`config.mk`:
```
export PLATFORM = sky130hd
export DESIGN_NAME = pause_mux
export DESIGN_NICKNAME = d
export VERILOG_FILES = /design/src/rtl/pause_mux.sv
export SDC_FILE = /design/constraint.sdc
export NUM_CORES = 1
export LEC_CHECK = 0
export BUFFER_PORTS_ARGS = -buffer_cell sky130_fd_sc_hd__buf_2
export CAP_MARGIN = 0
export CORE_MARGIN = 2
export CORE_UTILIZATION = 55
export DETAILED_ROUTE_END_ITERATION = 7
export PLACE_DENSITY = 0.87
export SYNTH_ARGS = -nofsm -noshare
export SYNTH_HDL_FRONTEND = slang
export SYNTH_SLANG_ARGS = --single-unit
```
`constraint.sdc`:
```
create_clock -name clk_sys -period 3.1 [get_ports clk_sys]
set_input_delay 0.31 -clock clk_sys [delete_from_list [all_inputs] [get_ports clk_sys]]
set_output_delay 0.31 -clock clk_sys [all_outputs]
set_load 0.1 [all_outputs]
```
`src/rtl/pause_mux.sv`:
```
// pause_mux: merges pause sources into pause_cpu and dims video after a programmable idle time.
// Optional stepped fade of the dim level is enabled by defining PAUSE_MUX_FADE_EN.
module pause_mux #(
    parameter int RW            = 3,
    parameter int GW            = 3,
    parameter int BW            = 2,
    parameter int NREQ          = 2,
    parameter int TICKS_PER_SEC = 24000000,
    parameter int DIM_SEC       = 10,
    parameter int DIM_SHIFT     = 1
) (
    input  logic                  clk_sys,
    input  logic                  reset_n,
    input  logic                  user_button,
    input  logic [NREQ-1:0]       pause_request,
    input  logic                  OSD_STATUS,
    input  logic [1:0]            options,
    input  logic [RW-1:0]         r,
    input  logic [GW-1:0]         g,
    input  logic [BW-1:0]         b,
    output logic [RW+GW+BW-1:0]   rgb_out,
    output logic                  pause_cpu,
    output logic                  dim_video,
    output logic [NREQ+1:0]       pause_src
);
    localparam int PW = TICKS_PER_SEC > 1 ? $clog2(TICKS_PER_SEC) : 1;
    localparam int SW = $clog2(DIM_SEC + 1);
    localparam int LW = $clog2(DIM_SHIFT + 1);
    localparam logic [1:0] RUN = 2'd0, PAUSED = 2'd1, DIMMED = 2'd2;
    logic          btn_q, user_pause, dim, wrap;
    logic [1:0]    state;
    logic [PW-1:0] pre;
    logic [SW-1:0] sec, sec_nx;
    logic [LW-1:0] dim_level;
    assign pause_cpu = |pause_src;
    assign dim       = state == DIMMED && options[1];
    assign wrap      = state != RUN && pre == PW'(TICKS_PER_SEC - 1);
    assign sec_nx    = wrap && sec != SW'(DIM_SEC) ? sec + 1'b1 : sec;
    always_ff @(posedge clk_sys) begin
        if (!reset_n) begin
            btn_q      <= 1'b1;
            user_pause <= 1'b0;
            pause_src  <= '0;
            state      <= RUN;
            pre        <= '0;
            sec        <= '0;
            dim_video  <= 1'b0;
            rgb_out    <= '0;
        end else begin
            btn_q      <= user_button;
            user_pause <= user_pause ^ (user_button & ~btn_q);
            pause_src  <= {user_pause, options[0] & OSD_STATUS, pause_request};
            pre        <= state == RUN || wrap ? '0 : pre + 1'b1;
            sec        <= state == RUN ? '0 : sec_nx;
            // DIMMED is entered on the same edge the seconds count reaches DIM_SEC
            state      <= !pause_cpu ? RUN : state == RUN ? PAUSED : sec_nx == SW'(DIM_SEC) ? DIMMED : state;
            dim_video  <= dim;
            rgb_out    <= {r >> dim_level, g >> dim_level, b >> dim_level};
        end
    end
`ifdef PAUSE_MUX_FADE_EN
    logic [LW-1:0] fade;
    always_ff @(posedge clk_sys) begin
        if (!reset_n)
            fade <= LW'(1);
        else
            fade <= state != DIMMED ? LW'(1) : wrap && fade != LW'(DIM_SHIFT) ? fade + 1'b1 : fade;
    end
    assign dim_level = dim ? fade : '0;
`else
    assign dim_level = dim ? LW'(DIM_SHIFT) : '0;
`endif
endmodule

```
* Yosys cells after proc, flatten, opt, wreduce, memory -nomap -nowiden
Cells that the tools add are included.
** Word-level totals
- Output and inout bits :: 14
- Logic and storage cells :: 40
- Register bits after elaboration :: 46
- Bits of input ports :: 16
** Operators by class
- $add $sub $neg :: 2
- Reduce and logical (&&, ||, !) cells :: 12
- Muxes and demuxes :: 4
- Bitwise logic cells :: 6
- Equality and inequality tests :: 4
- Shift operators :: 3
** Operators by type and width (number)
- $add 25x1->25 const B :: 1
- $eq 25x25->1 const B :: 1
- $shr 3x1->3 :: 2
- $add 4x1->4 const B :: 1
- $eq 4x4->1 const B :: 1
- $mux 4 :: 1
- $ne 4x4->1 const B :: 1
- $reduce_bool 2->1 :: 2
- $reduce_or 2->1 :: 2
- $reduce_or 4->1 :: 1
- $logic_and 1x1->1 :: 3
- $mux 1 :: 3
- $not 1->1 :: 3
- $reduce_or 3->1 :: 1
- $and 1x1->1 :: 2
- $eq 2x2->1 const B :: 1
- $logic_not 2->1 :: 1
- $reduce_and 2->1 :: 1
- $shr 2x1->2 :: 1
- $logic_or 1x1->1 :: 1
- $xor 1x1->1 :: 1

* Logic depth before layout (Yosys ltp)
Gate-level depths: netlist of the first run.
- Depth after elaboration :: 7
- Mapped depth :: 9
- Gate-level depth less buffers :: 8

* Worst setup path before layout of the first run
Ideal clock, no wire load.
- Path kind :: register to register
- Start point :: register pause_src[1]
- End point :: register state[1]
- Clock period less this slack :: 2.534 ns
- Path slack :: 0.566 ns
- Path buffers :: 0
- Library setup time :: 0.117 ns
- Stages on the path, launching flop included :: 5
- Data required time :: 2.983 ns
- Arrival :: 2.418 ns
- Cell sequence :: dfxtp_1 or4_1 and2_1 and3_1 a22o_1
** On the way
- Longest elaborated chain between the ends :: 3
** RTL lines
- from (decl) :: line 24 : output logic [NREQ+1:0] pause_src
- from (signal assigned) :: line 52 : pause_src <= {user_pause, options[0] & OSD_STATUS, pause_request};
- $reduce_or 4->1 :: line 35 : assign pause_cpu = |pause_src;
- net pause_cpu :: line 22 : output logic pause_cpu,
- $not 1->1 (no source line)
- $reduce_or 3->1 (no source line)
- to (signal assigned) :: line 56 : state <= !pause_cpu ? RUN : state == RUN ? PAUSED : sec_nx == SW'(DIM_SEC) ? DIMMED : state;
- to (decl) :: line 31 : logic [1:0] state;
The timed path passes the listed nets, and every way through them passes these cells.
A chain may end at the register's enable or synchronous reset.

* Final worst setup path of the first run
- Start point :: register pre[0]
- End point :: register state[0]
** On the way
- Longest elaborated chain between the ends :: 6
** RTL lines
- from (decl) :: line 32 : logic [PW-1:0] pre;
- from (signal assigned) :: line 53 : pre <= state == RUN || wrap ? '0 : pre + 1'b1;
- $eq 25x25->1 :: line 37 : assign wrap = state != RUN && pre == PW'(TICKS_PER_SEC - 1);
- $logic_and 1x1->1 :: line 37
- $logic_and 1x1->1 :: line 38 : assign sec_nx = wrap && sec != SW'(DIM_SEC) ? sec + 1'b1 : sec;
- $mux 4 :: line 38
- $eq 4x4->1 :: line 56
- $reduce_bool 2->1 (no source line)
Every way passes these cells.

==> reports/metrics.yaml, run 1 <==
worst-setup-path-type: "reg -> reg"
grt_pass1_vias: 1345
startpoint_type: "register"
antenna_cells: 0
cp_data_required_time_ps: 3360
drt-total-wl_microns: 3180
power.total_mw: 1.18
core_sq_um: 3340
htree_levels: 2
clk_pin_slew_ps: 130
drc: 0
maxSlewViolCount: 0
fin_tns_setup_ps: 0
wl_per_cell_microns: 11.5
vias: 1396
syn_inst: 202
yosys.area.top_type_share: 0.481
p_per_area_nw_per_um2: 537
drtAntennaViolNets: 0
routabilityCongestion: 0.847
cts_resized: 0
postCtsSetupBuffers: 0
period_share: 0.675
netlist_area_sq_um: 1920
cts_root_buf: "clkbuf_4"
grt_usage: 0.180
grt_start_max_net_pins: 26
synth_seq_cells: 46
dr.first_iter.drc_count: 42
ys_types: 35
cp_cell_sequence: "ha_1 > and3_1 > nand3_4 > nor4b_2 > mux2_2 > a21oi_1 > a311oi_1"
cp_slowest_stage_delay_ps: 380
slowest_stage: "dfxtp_1"
yosysWarnings: 0
final-setup-viol-count: 0
vdd_drop_max_uv: 306
ctsHoldBuffers: 0
synth_area_leaders: "dfxtp_1, nor2_1, xor2_1"
clock_latency_ps: 360
layout_common_cells: "dfxtp_1, nor2_1, buf_2, xor2_1, xnor2_1"
fin_util: 0.656
numClockSinks: 46
die_h_microns: 63.0
cts_buffers: 5
rrSetupSlack_ps: 1010
syn_to_final_growth_pct: 14.2
antenna_found_initial: 0
synth_nets: 221
vias_per_cell: 5.04
max_cap_viol_count: 0
ys_seq_area_frac: 0.481
ios: 30
hold_slack_ps: 151
post-dp-hpwl_microns: 2250
layout_commonest_cell: "dfxtp_1"
clockBufferDepth: 2
leakagePower_nw: 0.846
hp-class: "in -> reg"
timing.fmax_ghz: 0.478
grt_overflow: 0
port_buffers: 29
grt_pass1_wl_microns: 5680
outcome: "completed"
yosys.area.top_type: "dfxtp_1"
finClkSkew_ps: 13.9
initial_core_util: 0.574
end_kind: "register"
maxSlewHeadroom: 0.623
rows: 21
rsz0062_at_grt: "false"
cts_tree: "yes"
drive_gt1_frac: 0.195
arrival_ps: 2350
path_max_fanout: 7
fin_crit_ps: 2090
drtPass1Iterations: 6
avgSynthCellArea_sq_um: 9.48
worst_pin_slew_ps: 561
hold_violations: 0
fin_nets: 249
dieArea_sq_um: 3970
die_x_microns: 63.0
-- final timing paths --
check,depth (start not counted),startpoint,to
worst min register to register,1,pre[0]$_SDFF_PP0_,pre[0]$_SDFF_PP0_
worst min-delay path,2,r[2],rgb_out[7]$_SDFF_PP0_
worst max-delay path,7,pre[0]$_SDFF_PP0_,state[0]$_SDFFE_PN0P_
worst max register to register,7,pre[0]$_SDFF_PP0_,state[0]$_SDFFE_PN0P_
-- worst max-delay path: cells and delay by family, from the launching register on --
| kind | cells | cell delay (ps) |
|---|---|---|
| AND/OR/NAND/NOR | 3 | 750 |
| adder cells (fa/ha/maj) | 1 | 180 |
| multiplexers | 1 | 370 |
| AO/OA/AOI/OAI | 2 | 300 |
| flip-flops | 1 | 380 |
-- cells in the mapped netlist --
library cell,number
a21boi_1,1
a21oi_1,2
a22o_1,6
a311oi_1,1
and2_1,9
and3_1,6
and4_1,1
and4b_1,2
and4bb_1,1
buf_2,3
buf_6,1
clkbuf_1,4
dfxtp_1,46
ha_1,3
inv_1,6
mux2_2,1
mux2i_2,1
nand2_1,11
nand2b_1,3
nand3_1,5
nand3_4,1
nand4_1,10
nand4_2,1
nor2_1,36
nor2b_1,4
nor3_1,1
nor4_1,1
nor4b_2,2
o21ai_0,2
or2_2,1
or3_1,2
or3_4,1
or4_1,1
xnor2_1,12
xor2_1,14
-- kinds of logic after synthesis --
| group | count (synthesis) | synth area share |
|---|---|---|
| flip-flops | 46 | 0.481 |
| buffers and inverters | 14 | 0.0333 |
| XOR/XNOR | 26 | 0.119 |
| multiplexers | 2 | 0.0131 |
| AO/OA/AOI/OAI | 12 | 0.0464 |
| AND/OR/NAND/NOR | 99 | 0.288 |
| adder cells (fa/ha/maj) | 3 | 0.0196 |
-- power by group --
group / total, mW / internal, mW / switching [mW]
sequential: 0.607 / 0.602 / 0.00431
combinational: 0.111 / 0.0228 / 0.0880
clock: 0.459 / 0.273 / 0.185
-- final cells by class --
type	count	area, sq um
clock inverter	2	60.1
multi-input combinational	142	931
fill	280	1150
timing repair buffer	29	145
tap	46	57.6
sequential	46	921
clock buffer	6	51.3
inverter	6	22.5
-- flip-flops by register name, summed over array words and instances, names as in the netlist --
name        count
user_pause      1
btn_q           1
state           2
pause_src       4
dim_video       1
rgb_out         8
pre            25
sec             4
-- per-stage QoR --
step                cell area, sq um  setup slack [ps]  cells
finish                          2190              1010    277
global route                    2190               829    277
CTS                             2190              1010    277
detailed placement              2080              1030    269
global placement                2080              1080    269
floorplan                       1920               566    202
-- per-layer routing --
layer,vias up,GRT usage,part of all wire
met2,24,0.277,0.45
met4,0,0.103,0.022
met1,633,0.231,0.49
met5,-,0,0
li1,732,-,-
met3,7,0.0432,0.033
No activity file was read; power rests on OpenSTA's default activity.
==> run 2, diff against run 1 <==
--- a/config.mk
+++ b/config.mk
@@ -5,12 +5,13 @@
 export SDC_FILE = /design/constraint.sdc
 export NUM_CORES = 1
 export LEC_CHECK = 0
+export ABC_AREA = 1
 export BUFFER_PORTS_ARGS = -buffer_cell sky130_fd_sc_hd__buf_2
 export CAP_MARGIN = 0
 export CORE_MARGIN = 2
 export CORE_UTILIZATION = 55
 export DETAILED_ROUTE_END_ITERATION = 7
-export PLACE_DENSITY = 0.87
+export PLACE_DENSITY = 0.86
 export SYNTH_ARGS = -nofsm -noshare
 export SYNTH_HDL_FRONTEND = slang
 export SYNTH_SLANG_ARGS = --single-unit
==> constraint.sdc (replaced) <==
create_clock -name clk_sys -period 2 [get_ports clk_sys]
set_input_delay 0.2 -clock clk_sys [delete_from_list [all_inputs] [get_ports clk_sys]]
set_output_delay 0.2 -clock clk_sys [all_outputs]
set_load 0.1 [all_outputs]
==> run 2 against run 1 <==
Compared with the run above:
- critical path depth up 3
- routed wire length up 30%
- combinational power up 65%
- register-to-register slack worse by 780 ps
- worst setup slack worse by 780 ps
- largest cell class unchanged
- largest power group unchanged
==> reports/metrics.yaml, run 2 <==
startpoint_type: "register"  # unchanged
max_cap_viol_count: 0  # unchanged
p_per_area_nw_per_um2: 693  # was 537 nW/um^2
grt_pass1_vias: 1792  # was 1,345
synth_ff_type: "dfxtp_1"  # unchanged
leakagePower_nw: 1.13  # was 0.846 nW
synthTopCellsByCount: "nand2_1, dfxtp_1, inv_1, nor2_1"  # was dfxtp_1, nor2_1, xor2_1, xnor2_1, nand2_1
wl_per_cell_microns: 10.9  # was 11.5 microns
cts_resized: 0  # unchanged
initial_core_util: 0.562  # was 0.574
rows: 23  # was 21
wl_met2_microns: 1960  # was 1440 microns
nFillCells: 346  # was 280
avgSynthCellArea_sq_um: 7.51  # was 9.48 sq um
vias: 1884  # was 1,396
cts_buffers: 5  # unchanged
worst_pin_slew_ps: 493  # was 561 ps
post-dp-hpwl_microns: 3160  # was 2250 microns
drc: 0  # unchanged
syn_to_final_growth_pct: 12.5  # was 14.2%
maxSlewViolCount: 0  # unchanged
clockBufferDepth: 2  # unchanged
async_flop_share: 0  # unchanged
met3_length_microns: 233  # was 105 microns
dpl_cell_area_sq_um: 2400  # was 2080 sq um
routabilityCongestion: 0.887  # was 0.847
clk_pin_slew_ps: 90  # was 130 ps
top_regs: "pre: 25 flops, rgb_out: 8 flops"  # unchanged
ys_seq_area_frac: 0.416  # was 0.481
worst-setup-path-type: "reg -> reg"  # unchanged
drtAntennaViolNets: 0  # unchanged
grt_usage: 0.211  # was 0.180
yosys.area.top_type_share: 0.416  # was 0.481
vias_per_cell: 4.98  # was 5.04
ctsHoldBuffers: 0  # unchanged
yosysMostFrequentCell: "nand2_1"  # was dfxtp_1
ios: 30  # unchanged
drive_gt1_frac: 0.226  # was 0.195
rrSetupSlack_ps: 230  # was 1010 ps
end_kind: "register"  # unchanged
fin_crit_ps: 1770  # was 2090 ps
outcome: "completed"  # unchanged
synth_seq_cells: 46  # unchanged
fin_tns_setup_ps: 0  # unchanged
die_h_microns: 67.5  # was 63.0 microns
grt_start_max_net_pins: 21  # was 26
fin_nets: 346  # was 249
dieArea_sq_um: 4550  # was 3970 sq um
hp-class: "in -> reg"  # unchanged
maxSlewHeadroom: 0.674  # was 0.623
yosysWarnings: 0  # unchanged
layout_commonest_cell: "nand2_1"  # was dfxtp_1
yosys.area.top_type: "dfxtp_1"  # unchanged
finClkSkew_ps: 6.59  # was 13.9 ps
regMostFlops: "pre"  # unchanged
grt_pass1_wl_microns: 7180  # was 5680 microns
hold_violations: 0  # unchanged
htree_levels: 2  # unchanged
largest_reg_flops: 25  # unchanged
ys_types: 32  # was 35
cp_data_required_time_ps: 2230  # was 3360 ps
antenna_cells: 0  # unchanged
clock_latency_ps: 310  # was 360 ps
wl_met1_microns: 1900  # was 1560 microns
synth_area_leaders: "dfxtp_1, nand2_1, inv_1"  # was dfxtp_1, nor2_1, xor2_1
drt-total-wl_microns: 4140  # was 3180 microns
dr.first_iter.drc_count: 99  # was 42
synth_edf_count: 0  # unchanged
die_x_microns: 67.5  # was 63.0 microns
path_max_fanout: 20  # was 7
final-setup-viol-count: 0  # unchanged
cts_root_buf: "clkbuf_8"  # was clkbuf_4
cts_tree: "yes"  # unchanged
rsz0062_at_grt: "false"  # unchanged
netlist_area_sq_um: 2220  # was 1920 sq um
timing.fmax_ghz: 0.565  # was 0.478 GHz
arrival_ps: 2000  # was 2350 ps
syn_inst: 295  # was 202
period_share: 0.885  # was 0.675
numClockSinks: 46  # unchanged
antenna_found_initial: 0  # unchanged
layout_common_cells: "nand2_1, inv_1, dfxtp_1, nor2_1, buf_2"  # was dfxtp_1, nor2_1, buf_2, xor2_1, xnor2_1
port_buffers: 29  # unchanged
synth_nets: 314  # was 221
highest_layer: "met4"  # unchanged
vdd_drop_max_uv: 487  # was 306 uV
core_sq_um: 3940  # was 3340 sq um
postCtsSetupBuffers: 0  # unchanged
grt_overflow: 0  # unchanged
drtPass1Iterations: 5  # was 6
final_cell_area_sq_um: 2490  # was 2190 sq um
run 2: changes by cell type after synthesis, sizes merged, moves of 12 or more:
cell and change:
inv +44, nor2 +15, nand3 +12, nand2 +48
run 2: through the flow:
step / hold WS, ps / utilization / cells / setup slack [ps] / total power, mW
CTS: 55.5 / 0.632 / 378 / 221 / 1.75
floorplan: 298 / - / 295 / 179 / 1.11
detailed placement: 388 / 0.608 / 370 / 247 / 1.15
global route: 54.0 / 0.632 / 378 / 88.7 / 1.80
global placement: 383 / 0.608 / 370 / 321 / 1.14
finish: 66.7 / 0.632 / 378 / 229 / 1.73
run 2: final cells by class:
type	count	area, sq um	share of cell area
clock inverter	3	26.3	0.0105
clock buffer	5	68.8	0.0276
timing repair buffer	30	153	0.0612
sequential	46	921	0.369
multi-input combinational	192	1060	0.426
tap	50	62.6	0.0251
inverter	52	200	0.0803
run 2: final timing paths:
check | start | to | cells past startpoint
max | pre[0]$_SDFF_PP0_ | pre[20]$_SDFF_PP0_ | 10
min | pause_request[1] | pause_src[1]$_SDFF_PN0_ | 3
max reg2reg | pre[0]$_SDFF_PP0_ | pre[20]$_SDFF_PP0_ | 10
min reg2reg | pre[0]$_SDFF_PP0_ | pre[0]$_SDFF_PP0_ | 1
run 2: kinds of logic after synthesis:
group / count (synthesis) / synth area share
buffers and inverters: 57 / 0.107
and+or+nand+nor: 159 / 0.373
adders and majority gates: 3 / 0.0169
DFF: 46 / 0.416
xor gates and xnor gates: 10 / 0.0395
AOI/OAI and AO/OA: 20 / 0.0480
run 2: layer usage:
metal  vias up  GRT usage
met5         -          0
met4         0     0.0791
met3         5     0.0717
met2        44      0.369
met1       844      0.236
li1        991          -
run 2: report_power, final:
part           switching, mW  total [mW]  internal, mW
Clock                  0.346       0.605         0.260
Sequential           0.00685       0.940         0.933
Combinational          0.148       0.183        0.0353
Total                  0.501        1.73          1.23
run 2: worst max-delay path, cell delays in order, from the launching register on:
cell	delay [ps]
dfxtp_1	330
ha_1	210
nand2_1	100
nor2_2	50
nand2_4	120
clkinv_4	70
nand2_4	60
nor2_4	50
nor2_2	240
inv_2	230
nor3b_1	230
==> run 3, diff against run 2 <==
--- a/config.mk
+++ b/config.mk
@@ -5,13 +5,12 @@
 export SDC_FILE = /design/constraint.sdc
 export NUM_CORES = 1
 export LEC_CHECK = 0
-export ABC_AREA = 1
 export BUFFER_PORTS_ARGS = -buffer_cell sky130_fd_sc_hd__buf_2
 export CAP_MARGIN = 0
 export CORE_MARGIN = 2
 export CORE_UTILIZATION = 55
 export DETAILED_ROUTE_END_ITERATION = 7
-export PLACE_DENSITY = 0.86
+export PLACE_DENSITY = 0.87
 export SYNTH_ARGS = -nofsm -noshare
 export SYNTH_HDL_FRONTEND = slang
 export SYNTH_SLANG_ARGS = --single-unit
==> run 3 against run 2 <==
Compared with the run above:
- routed wire length shrank 18%
- combinational power is 4% lower
- die area down 13%
- flip-flop and latch count unchanged
==> reports/metrics.yaml, run 3 (synthesized netlist as in run 1, its figures left out) <==
outcome: "completed"  # unchanged
layout_commonest_cell: "dfxtp_1"  # was nand2_1
vdd_drop_max_uv: 571  # was 487 uV
grt_usage: 0.195  # was 0.211
period_share: 0.953  # was 0.885
ctsHoldBuffers: 0  # unchanged
nFillCells: 281  # was 346
grt_pass1_vias: 1466  # was 1,792
dieArea_sq_um: 3970  # was 4550 sq um
rsz0062_at_grt: "false"  # unchanged
port_buffers: 29  # unchanged
hp-class: "in -> reg"  # unchanged
initial_core_util: 0.574  # was 0.562
final_cells: 286  # was 378
regMostFlops: "pre"  # unchanged
leakagePower_nw: 0.881  # was 1.13 nW
clockBufferDepth: 2  # unchanged
cts_tree: "yes"  # unchanged
rrSetupSlack_ps: 90  # was 230 ps
routabilityCongestion: 0.786  # was 0.887
end_kind: "register"  # unchanged
rows: 21  # was 23
setup_slack_ps: 93.5  # was 229 ps
core_sq_um: 3340  # was 3940 sq um
grt_overflow: 0  # unchanged
syn_to_final_growth_pct: 17.5  # was 12.5%
p_int_mw: 1.21  # was 1.23 mW
grt_start_max_net_pins: 26  # was 21
wl_per_cell_microns: 11.8  # was 10.9 microns
dpl_cell_area_sq_um: 2150  # was 2400 sq um
cts_buffers: 5  # unchanged
fin_crit_ps: 1910  # was 1770 ps
postCtsSetupBuffers: 0  # unchanged
hold_slack_ps: 26.8  # was 66.7 ps
final-setup-viol-count: 0  # unchanged
grt_pass1_wl_microns: 6130  # was 7180 microns
p_clk_frac: 0.317  # was 0.350
drt-total-wl_microns: 3390  # was 4140 microns
worstHoldPathCells: 2  # was 3
die_h_microns: 63.0  # was 67.5 microns
drtAntennaViolNets: 0  # unchanged
path_max_fanout: 5  # was 20
drtPass1Iterations: 4  # was 5
maxSlewViolCount: 0  # unchanged
dr.first_iter.drc_count: 51  # was 99
fin_tns_setup_ps: 0  # unchanged
top_regs: "pre: 25 flops, rgb_out: 8 flops"  # unchanged
p_switching_mw: 0.423  # was 0.501 mW
comb_power_share: 0.107  # was 0.106
vias: 1451  # was 1,884
clk_pin_slew_ps: 120  # was 90 ps
max_cap_viol_count: 0  # unchanged
regArea_sq_um: 927  # was 921 sq um
worst-setup-path-type: "reg -> reg"  # unchanged
vias_per_cell: 5.07  # was 4.98
power_frac_seq: 0.576  # was 0.544
p_per_area_nw_per_um2: 727  # was 693 nW/um^2
finClkSkew_ps: 5.83  # was 6.59 ps
post-dp-hpwl_microns: 2550  # was 3160 microns
antenna_cells: 0  # unchanged
final_cell_area_sq_um: 2250  # was 2490 sq um
clock_latency_ps: 360  # was 310 ps
post-place-ws_ps: 47.3  # was 247 ps
fin_nets: 258  # was 346
timing.fmax_ghz: 0.525  # was 0.565 GHz
worst_pin_slew_ps: 487  # was 493 ps
layout_common_cells: "dfxtp_1, nor2_1, buf_2, xor2_1, xnor2_1"  # was nand2_1, inv_1, dfxtp_1, nor2_1, buf_2
cp_data_required_time_ps: 2270  # was 2230 ps
numClockSinks: 46  # unchanged
drive_gt1_frac: 0.258  # was 0.226
place_inst: 278  # was 370
multi_input_area_sq_um: 952  # was 1060 sq um
arrival_ps: 2170  # was 2000 ps
htree_levels: 2  # unchanged
ff2ff_path_depth: 7  # was 10
die_x_microns: 63.0  # was 67.5 microns
cts_root_buf: "clkbuf_4"  # was clkbuf_8
maxSlewHeadroom: 0.675  # was 0.674
drc: 0  # unchanged
p_sw_frac: 0.259  # was 0.290
antenna_found_initial: 0  # unchanged
startpoint_type: "register"  # unchanged
hold_violations: 0  # unchanged
ios: 30  # unchanged
largest_reg_flops: 25  # unchanged
==> run 3: cell count changes in the layout (fill, tap and decap cells not counted), moves of 7 or more <==
| cell | before | now |
|---|---|---|
| nand2_1 | 49 | 11 |
| inv_1 | 46 | 6 |
| and2_1 | 0 | 9 |
| buf_4 | 1 | 9 |
| nand3_1 | 14 | 5 |
| a21oi_1 | 10 | 1 |
| xor2_1 | 7 | 14 |
| xnor2_1 | 3 | 12 |
==> run 3: final cells by class <==
class	count	area share
Tap cell	46	0.0256
Multi-Input combinational cell	142	0.423
Sequential cell	46	0.412
Clock buffer	8	0.0350
Inverter	6	0.0100
Timing Repair Buffer	38	0.0945
==> run 3: worst paths after layout <==
path	from	end
max	pre[0]$_SDFF_PP0_	state[1]$_SDFFE_PP0N_
min	user_button	btn_q$_SDFF_PN1_
min reg2reg	pre[0]$_SDFF_PP0_	pre[0]$_SDFF_PP0_
max reg2reg	pre[0]$_SDFF_PP0_	state[1]$_SDFFE_PP0N_
==> run 3: stage by stage <==
| stage | utilization | total power, mW |
|---|---|---|
| after floorplan | - | 1.10 |
| after global routing | 0.675 | 1.71 |
| after global placement | 0.645 | 1.14 |
| after CTS | 0.669 | 1.65 |
| after detailed placement | 0.645 | 1.14 |
| final | 0.675 | 1.64 |
==> run 3: metal layers <==
layer,vias to the layer above,GRT usage,part of all wire
li1,754,-,-
met4,0,0.100,0.024
met3,8,0.0378,0.027
met2,21,0.331,0.49
met1,668,0.234,0.45
met5,-,0,0
==> run 3: critical path: stages, from the launching register on <==
cell	delay (ps)
dfxtp_1	370
ha_1	190
and3_4	210
nand3_4	100
or3_4	410
mux2i_2	170
and3_1	180
a22o_1	180
==> run 3: repair_timing <==
item	CTS	global route
endpoints found under the hold margin	0	0
setup endpoints to repair	0	2
resized for setup	0	4
==> run 3: power by group through the flow <==
stage	clock network, mW	logic (mW)	registers (mW)
2_1_floorplan	0	0.0511	1.05
3_3_place_gp	0	0.175	0.962
3_5_place_dp	0	0.177	0.963
4_1_cts	0.530	0.177	0.942
5_1_grt	0.576	0.185	0.945
6_report	0.519	0.176	0.942
